<file path="src/rtl/led_shifter.sv">
// led_shifter: reads every channel word of a frame out of the framebuffer
// (highest address first) and shifts it MSB first into a daisy-chained DM633
// driver chain. A latch pulse at the end of the frame transfers the data to
// the PWM outputs.
//
// Optional feature macro: LED_SHIFTER_AUTOREFRESH_EN (frames repeat
// continuously after the first start request, until reset).
//
// Ports:
//   i_clk    system clock, rising edge
//   i_rst_n  asynchronous active-low reset
//   i_start  start-frame request, sampled in IDLE only
//   o_busy   high from leaving IDLE until returning to IDLE
//   o_done   one-cycle pulse at frame completion
//   o_ren    framebuffer read enable
//   o_raddr  framebuffer read address
//   i_data   framebuffer read data, valid the cycle after o_ren
//   o_dck    DM633 shift clock
//   o_dai    DM633 serial data
//   o_lat    DM633 latch
module led_shifter #(
  parameter  int unsigned c_ledboards = 30,
  parameter  int unsigned c_bps       = 12,
  parameter  int unsigned c_clkdiv    = 2,
  parameter  int unsigned c_lat       = 2,
  localparam int unsigned c_channels  = c_ledboards * 32,
  localparam int unsigned c_addr_w    = (c_channels > 1) ? $clog2(c_channels) : 1
) (
  input  logic                i_clk,
  input  logic                i_rst_n,
  input  logic                i_start,
  output logic                o_busy,
  output logic                o_done,
  output logic                o_ren,
  output logic [c_addr_w-1:0] o_raddr,
  input  logic [c_bps-1:0]    i_data,
  output logic                o_dck,
  output logic                o_dai,
  output logic                o_lat
);

  localparam int unsigned c_div_w  = (c_clkdiv > 1) ? $clog2(c_clkdiv) : 1;
  localparam int unsigned c_bit_w  = (c_bps > 1) ? $clog2(c_bps) : 1;
  localparam int unsigned c_latc_w = (c_lat > 1) ? $clog2(c_lat) : 1;

  typedef enum logic [2:0] {
    S_IDLE,
    S_FETCH,
    S_LOAD,
    S_SHIFT,
    S_LATCH,
    S_DONE
  } state_t;

  state_t                state_q, state_d;
  logic [c_addr_w-1:0]   idx_q, idx_d;
  logic [c_bps-1:0]      sr_q, sr_d;
  logic [c_div_w-1:0]    div_q, div_d;
  logic                  hi_q, hi_d;
  logic [c_bit_w-1:0]    bit_q, bit_d;
  logic [c_latc_w-1:0]   latc_q, latc_d;

  logic                  busy_q, busy_d;
  logic                  done_q, done_d;
  logic                  ren_q, ren_d;
  logic [c_addr_w-1:0]   raddr_q, raddr_d;
  logic                  dck_q, dck_d;
  logic                  dai_q, dai_d;
  logic                  lat_q, lat_d;

  // Next-state logic; outputs are derived from the next state so that the
  // registered outputs line up with the state they belong to.
  always_comb begin
    state_d = state_q;
    idx_d   = idx_q;
    sr_d    = sr_q;
    div_d   = div_q;
    hi_d    = hi_q;
    bit_d   = bit_q;
    latc_d  = latc_q;

    case (state_q)
      S_IDLE: begin
        if (i_start) begin
          state_d = S_FETCH;
          idx_d   = c_addr_w'(c_channels - 1);
        end
      end
      S_FETCH: state_d = S_LOAD;
      S_LOAD: begin
        sr_d    = i_data;
        div_d   = '0;
        hi_d    = 1'b0;
        bit_d   = '0;
        state_d = S_SHIFT;
      end
      S_SHIFT: begin
        if (div_q == c_div_w'(c_clkdiv - 1)) begin
          div_d = '0;
          if (!hi_q) begin
            hi_d = 1'b1;
          end else begin
            // End of the high phase: advance to the next bit.
            hi_d = 1'b0;
            sr_d = sr_q << 1;
            if (bit_q == c_bit_w'(c_bps - 1)) begin
              bit_d = '0;
              if (idx_q == '0) begin
                latc_d  = '0;
                state_d = S_LATCH;
              end else begin
                idx_d   = idx_q - c_addr_w'(1);
                state_d = S_FETCH;
              end
            end else begin
              bit_d = bit_q + c_bit_w'(1);
            end
          end
        end else begin
          div_d = div_q + c_div_w'(1);
        end
      end
      S_LATCH: begin
        if (latc_q == c_latc_w'(c_lat - 1)) state_d = S_DONE;
        else                                 latc_d  = latc_q + c_latc_w'(1);
      end
      S_DONE: begin
`ifdef LED_SHIFTER_AUTOREFRESH_EN
        state_d = S_FETCH;
        idx_d   = c_addr_w'(c_channels - 1);
`else
        state_d = S_IDLE;
`endif
      end
      default: state_d = S_IDLE;
    endcase

    busy_d  = (state_d != S_IDLE);
    done_d  = (state_d == S_DONE);
    ren_d   = (state_d == S_FETCH);
    raddr_d = (state_d == S_FETCH) ? idx_d : '0;
    dck_d   = (state_d == S_SHIFT) && hi_d;
    dai_d   = (state_d == S_SHIFT) && sr_d[c_bps-1];
    lat_d   = (state_d == S_LATCH);
  end

  // State and output registers.
  always_ff @(posedge i_clk or negedge i_rst_n) begin
    if (!i_rst_n) begin
      state_q <= S_IDLE;
      idx_q   <= '0;
      sr_q    <= '0;
      div_q   <= '0;
      hi_q    <= 1'b0;
      bit_q   <= '0;
      latc_q  <= '0;
      busy_q  <= 1'b0;
      done_q  <= 1'b0;
      ren_q   <= 1'b0;
      raddr_q <= '0;
      dck_q   <= 1'b0;
      dai_q   <= 1'b0;
      lat_q   <= 1'b0;
    end else begin
      state_q <= state_d;
      idx_q   <= idx_d;
      sr_q    <= sr_d;
      div_q   <= div_d;
      hi_q    <= hi_d;
      bit_q   <= bit_d;
      latc_q  <= latc_d;
      busy_q  <= busy_d;
      done_q  <= done_d;
      ren_q   <= ren_d;
      raddr_q <= raddr_d;
      dck_q   <= dck_d;
      dai_q   <= dai_d;
      lat_q   <= lat_d;
    end
  end

  assign o_busy  = busy_q;
  assign o_done  = done_q;
  assign o_ren   = ren_q;
  assign o_raddr = raddr_q;
  assign o_dck   = dck_q;
  assign o_dai   = dai_q;
  assign o_lat   = lat_q;

endmodule

</file>
<file path="config.mk">
export PLATFORM = sky130hd
export DESIGN_NAME = led_shifter
export DESIGN_NICKNAME = d
export VERILOG_FILES = /design/src/rtl/led_shifter.sv
export SDC_FILE = /design/constraint.sdc
export NUM_CORES = 1
export LEC_CHECK = 0
export CAP_MARGIN = 5
export CORE_MARGIN = 5
export CORE_UTILIZATION = 58
export CTS_CLUSTER_DIAMETER = 30
export DETAILED_ROUTE_END_ITERATION = 12
export PLACE_DENSITY = 0.95
export SYNTH_ARGS = -nofsm -noshare
export SYNTH_HDL_FRONTEND = slang
export SYNTH_SLANG_ARGS = --single-unit
</file>
<file path="constraint.sdc">
create_clock -name i_clk -period 5.09 [get_ports i_clk]
set_input_delay 0.509 -clock i_clk [delete_from_list [all_inputs] [get_ports i_clk]]
set_output_delay 0.509 -clock i_clk [all_outputs]
set_load 0.01 [all_outputs]
</file>
==> summary.md <==
| Metric | Value |
|---|---|
| Status | complete, no violations |
| HPWL after detailed placement | between 3000 and 4000 um |
| Multi-input gate area | slightly below 0.001 mm^2 |
| Htree depth | 2 |
| Critical Path Start Type | flop |
| PD cells | ~420 mW/mm^2 |
| Vias in the first global route | 1595 |
| Initial detailed-routing violation count | 150 |
| Fin crit period | between 2000 and 3000 ps |
| Die Width | about 72 um |
| Tot GR Track Use | 0.1862 |
| Cell Area, Synth | around 0.0023 mm^2 |
| Placed instance count | approximately 280 |
| Rows | 22 |
| Register bit count reported by yosys | 48 |
| Reg clk slew, reported paths | around 80 ps |
| Final ANT Viol Nets | 0 |
| Die boundary height | between 70 and 80 um |
| Leakage | 1.113 nW |
| R2r startpoint | state_q[1] |
| CP Class | flop to flop |
| Crit path capture type | flop |
| Crit share post-route | 0.4977 |
| Area post-placement | ~0.0025 mm^2 |
| MaxCap Viol Count | 0 |
| Finish-stage setup viols | 0 |
| Post-synth EDFFs | 0 |
| Worst slew margin | 0.2800 |
| Worst hold path class | primary input to async pin |
| Maximum vdd drop | 0.0002605 V |
| CTS Buf Count | 5 |
| Pre-antenna DRT Iters | 4 |
| Vias/cell | 6.105 |
| Largest net degree at the start of global routing | a little under 50 |
| Port bufs | 30 |
| Area of the core | 0.003716 mm^2 |
| IO Count | 31 |
| Diode count | 0 |
| Root Buffer | clkbuf_8 |
| R2R setup slack | 2560 ps |
| Routability congestion estimate | a little under 0.9 |
| Sequential-to-total area share from yosys stat | 0.5330 |
| Fin nets | about 260 |
| Share of layout cells above drive strength 1 | 0.08861 |
| DR WL/cell | between 15 and 20 um |
| Clk sinks | 48 |
| Data arrival, critical path | around 2700 ps |
| Worst Path Max Fanout | 18 |
| # fillers | around 260 |
| Prevailing post-synth register cell | dfrtp_1 |
| Ys async rst share | 1.000 |
| Fin util | 0.7118 |
| Cells after Synth | roughly 210 |
| Worst Path Required | between 5000 and 6000 ps |
| Most frequent cells in the layout | 48 x dfrtp_1, 29 x clkdlybuf4s50_1, 22 x o22ai_1 |
| Skew-Pair Late Insertion Delay | approximately 300 ps |
| First-pass GRT wire length | approximately 7500 um |
| Fmax achieved | between 300 and 400 MHz |
| Final Hold Viols | 0 |
| Hold Buf Count CTS | 0 |
| Finished layout cell area | ~0.0026 mm^2 |
| Max Slew Vio Count | 0 |
| Mapped Avg Cell Area | between 10 and 15 um^2 |
| Initial Utilization | 0.6064 |
| FF/Latch Area | around 0.0012 mm^2 |
| Setup TNS | 0 ps |
| Area of the die | ~0.0052 mm^2 |
| Area grow syn2layout | 17.38% |
| Longest Clk Path Bufs | 2 |
| Initial antenna violation count | 0 |
| RSZ-0062 raised after global routing | false |
| WHS | approximately 390 ps |
| CTS tree | built |
| DR DRC count | 0 |
| Total grt overflow | 0 |
| Reg2Reg Depth | 5 |
| Warnings, synthesis | 0 |
| Worst slew pin tran | around 1100 ps |
| Clock skew | a little over 10 ps |
| Fin cells | 285 |
| Number of setup buffers added after CTS | 0 |
| Syn Nets | 230 |
| Worst reg2reg path endpoint | o_dai |
| Routed WL | between 4000 and 5000 um |
| Via count | 1740 |
| Post-CTS resize count | 0 |
| Commonest non-fill, non-tap cell in the layout | dfrtp_1 |
| Cell variety after synth | 48 |
## layer usage
layer	wire length (um)	vias up	global-route usage
li1	-	832	-
met5	0	-	0
met4	116	0	0.08768
met1	2053	825	0.2498
met3	287	11	0.04848
met2	2194	72	0.2821
## layout make-up
cell class,instances,share of cell area
timing repair buffer,30,0.1116
inverter,4,0.005676
clock buffer,7,0.03642
sequential,48,0.4541
tap,48,0.02271
multi-input combinational,148,0.3694
## kinds of logic after synthesis
kind of cell / Yosys count / synth area share
xor+xnor: 3 / 0.01166
fa+ha+maj: 3 / 0.01666
buf+inv: 16 / 0.03331
mux: 3 / 0.01388
simple gates: 71 / 0.1955
compound gates: 68 / 0.1960
flops: 48 / 0.5330
## power breakdown
group          internal [mW]  switching (mW)
Clock                  0.121           0.116
Combinational          0.155           0.164
Sequential             0.465          0.0901
## worst max-delay path, cell delays in order, from the launching register on
cell,delay (ps)
dfrtp_1,540
nor2b_1,900
nand2b_1,450
o22ai_1,220
a21oi_1,80
and3_1,240
## Yosys cell counts (3+ instances only)
master	n	area, um^2
dfrtp_1	48	1201
o22ai_1	22	137.6
a21oi_1	19	95.09
nand2_1	16	60.06
nor2_1	9	33.78
clkbuf_1	7	26.28
nor3_1	7	35.03
o21ai_0	7	35.03
nand2b_1	6	37.54
nor2b_1	6	37.54
a211oi_1	4	30.03
a22o_1	4	35.03
and2_1	4	25.02
and3_1	4	25.02
inv_1	4	15.01
nand3_1	4	20.02
buf_2	3	15.01
ha_1	3	37.54
## worst max path at each step
stage,to,slack (ps),start
finish,o_dai,2560,state_q[1]
global route,o_dai,2360,state_q[1]
CTS,o_dai,2580,state_q[1]
detailed placement,o_dai,2600,state_q[1]
global placement,o_dai,2690,state_q[1]
floorplan,o_raddr[5],3210,bit_q[0]
## registers in the layout, summed over array words and instances (netlist names)
name     flops
sr_q        12
idx_q       10
o_raddr     10
bit_q        4
state_q      3
div_q        1
hi_q         1
latc_q       1
o_busy       1
o_dai        1
o_dck        1
o_done       1
o_lat        1
o_ren        1
## through the flow
| step | setup WS, ps | power, mW |
|---|---|---|
| 5_1_grt | 2365 | 1.174 |
| 6_report | 2557 | 1.112 |
| 3_3_place_gp | 2690 | 0.8509 |
| 4_1_cts | 2585 | 1.115 |
| 2_1_floorplan | 3208 | 0.7712 |
| 3_5_place_dp | 2597 | 0.8732 |
(Power assumes the default switching activity.)
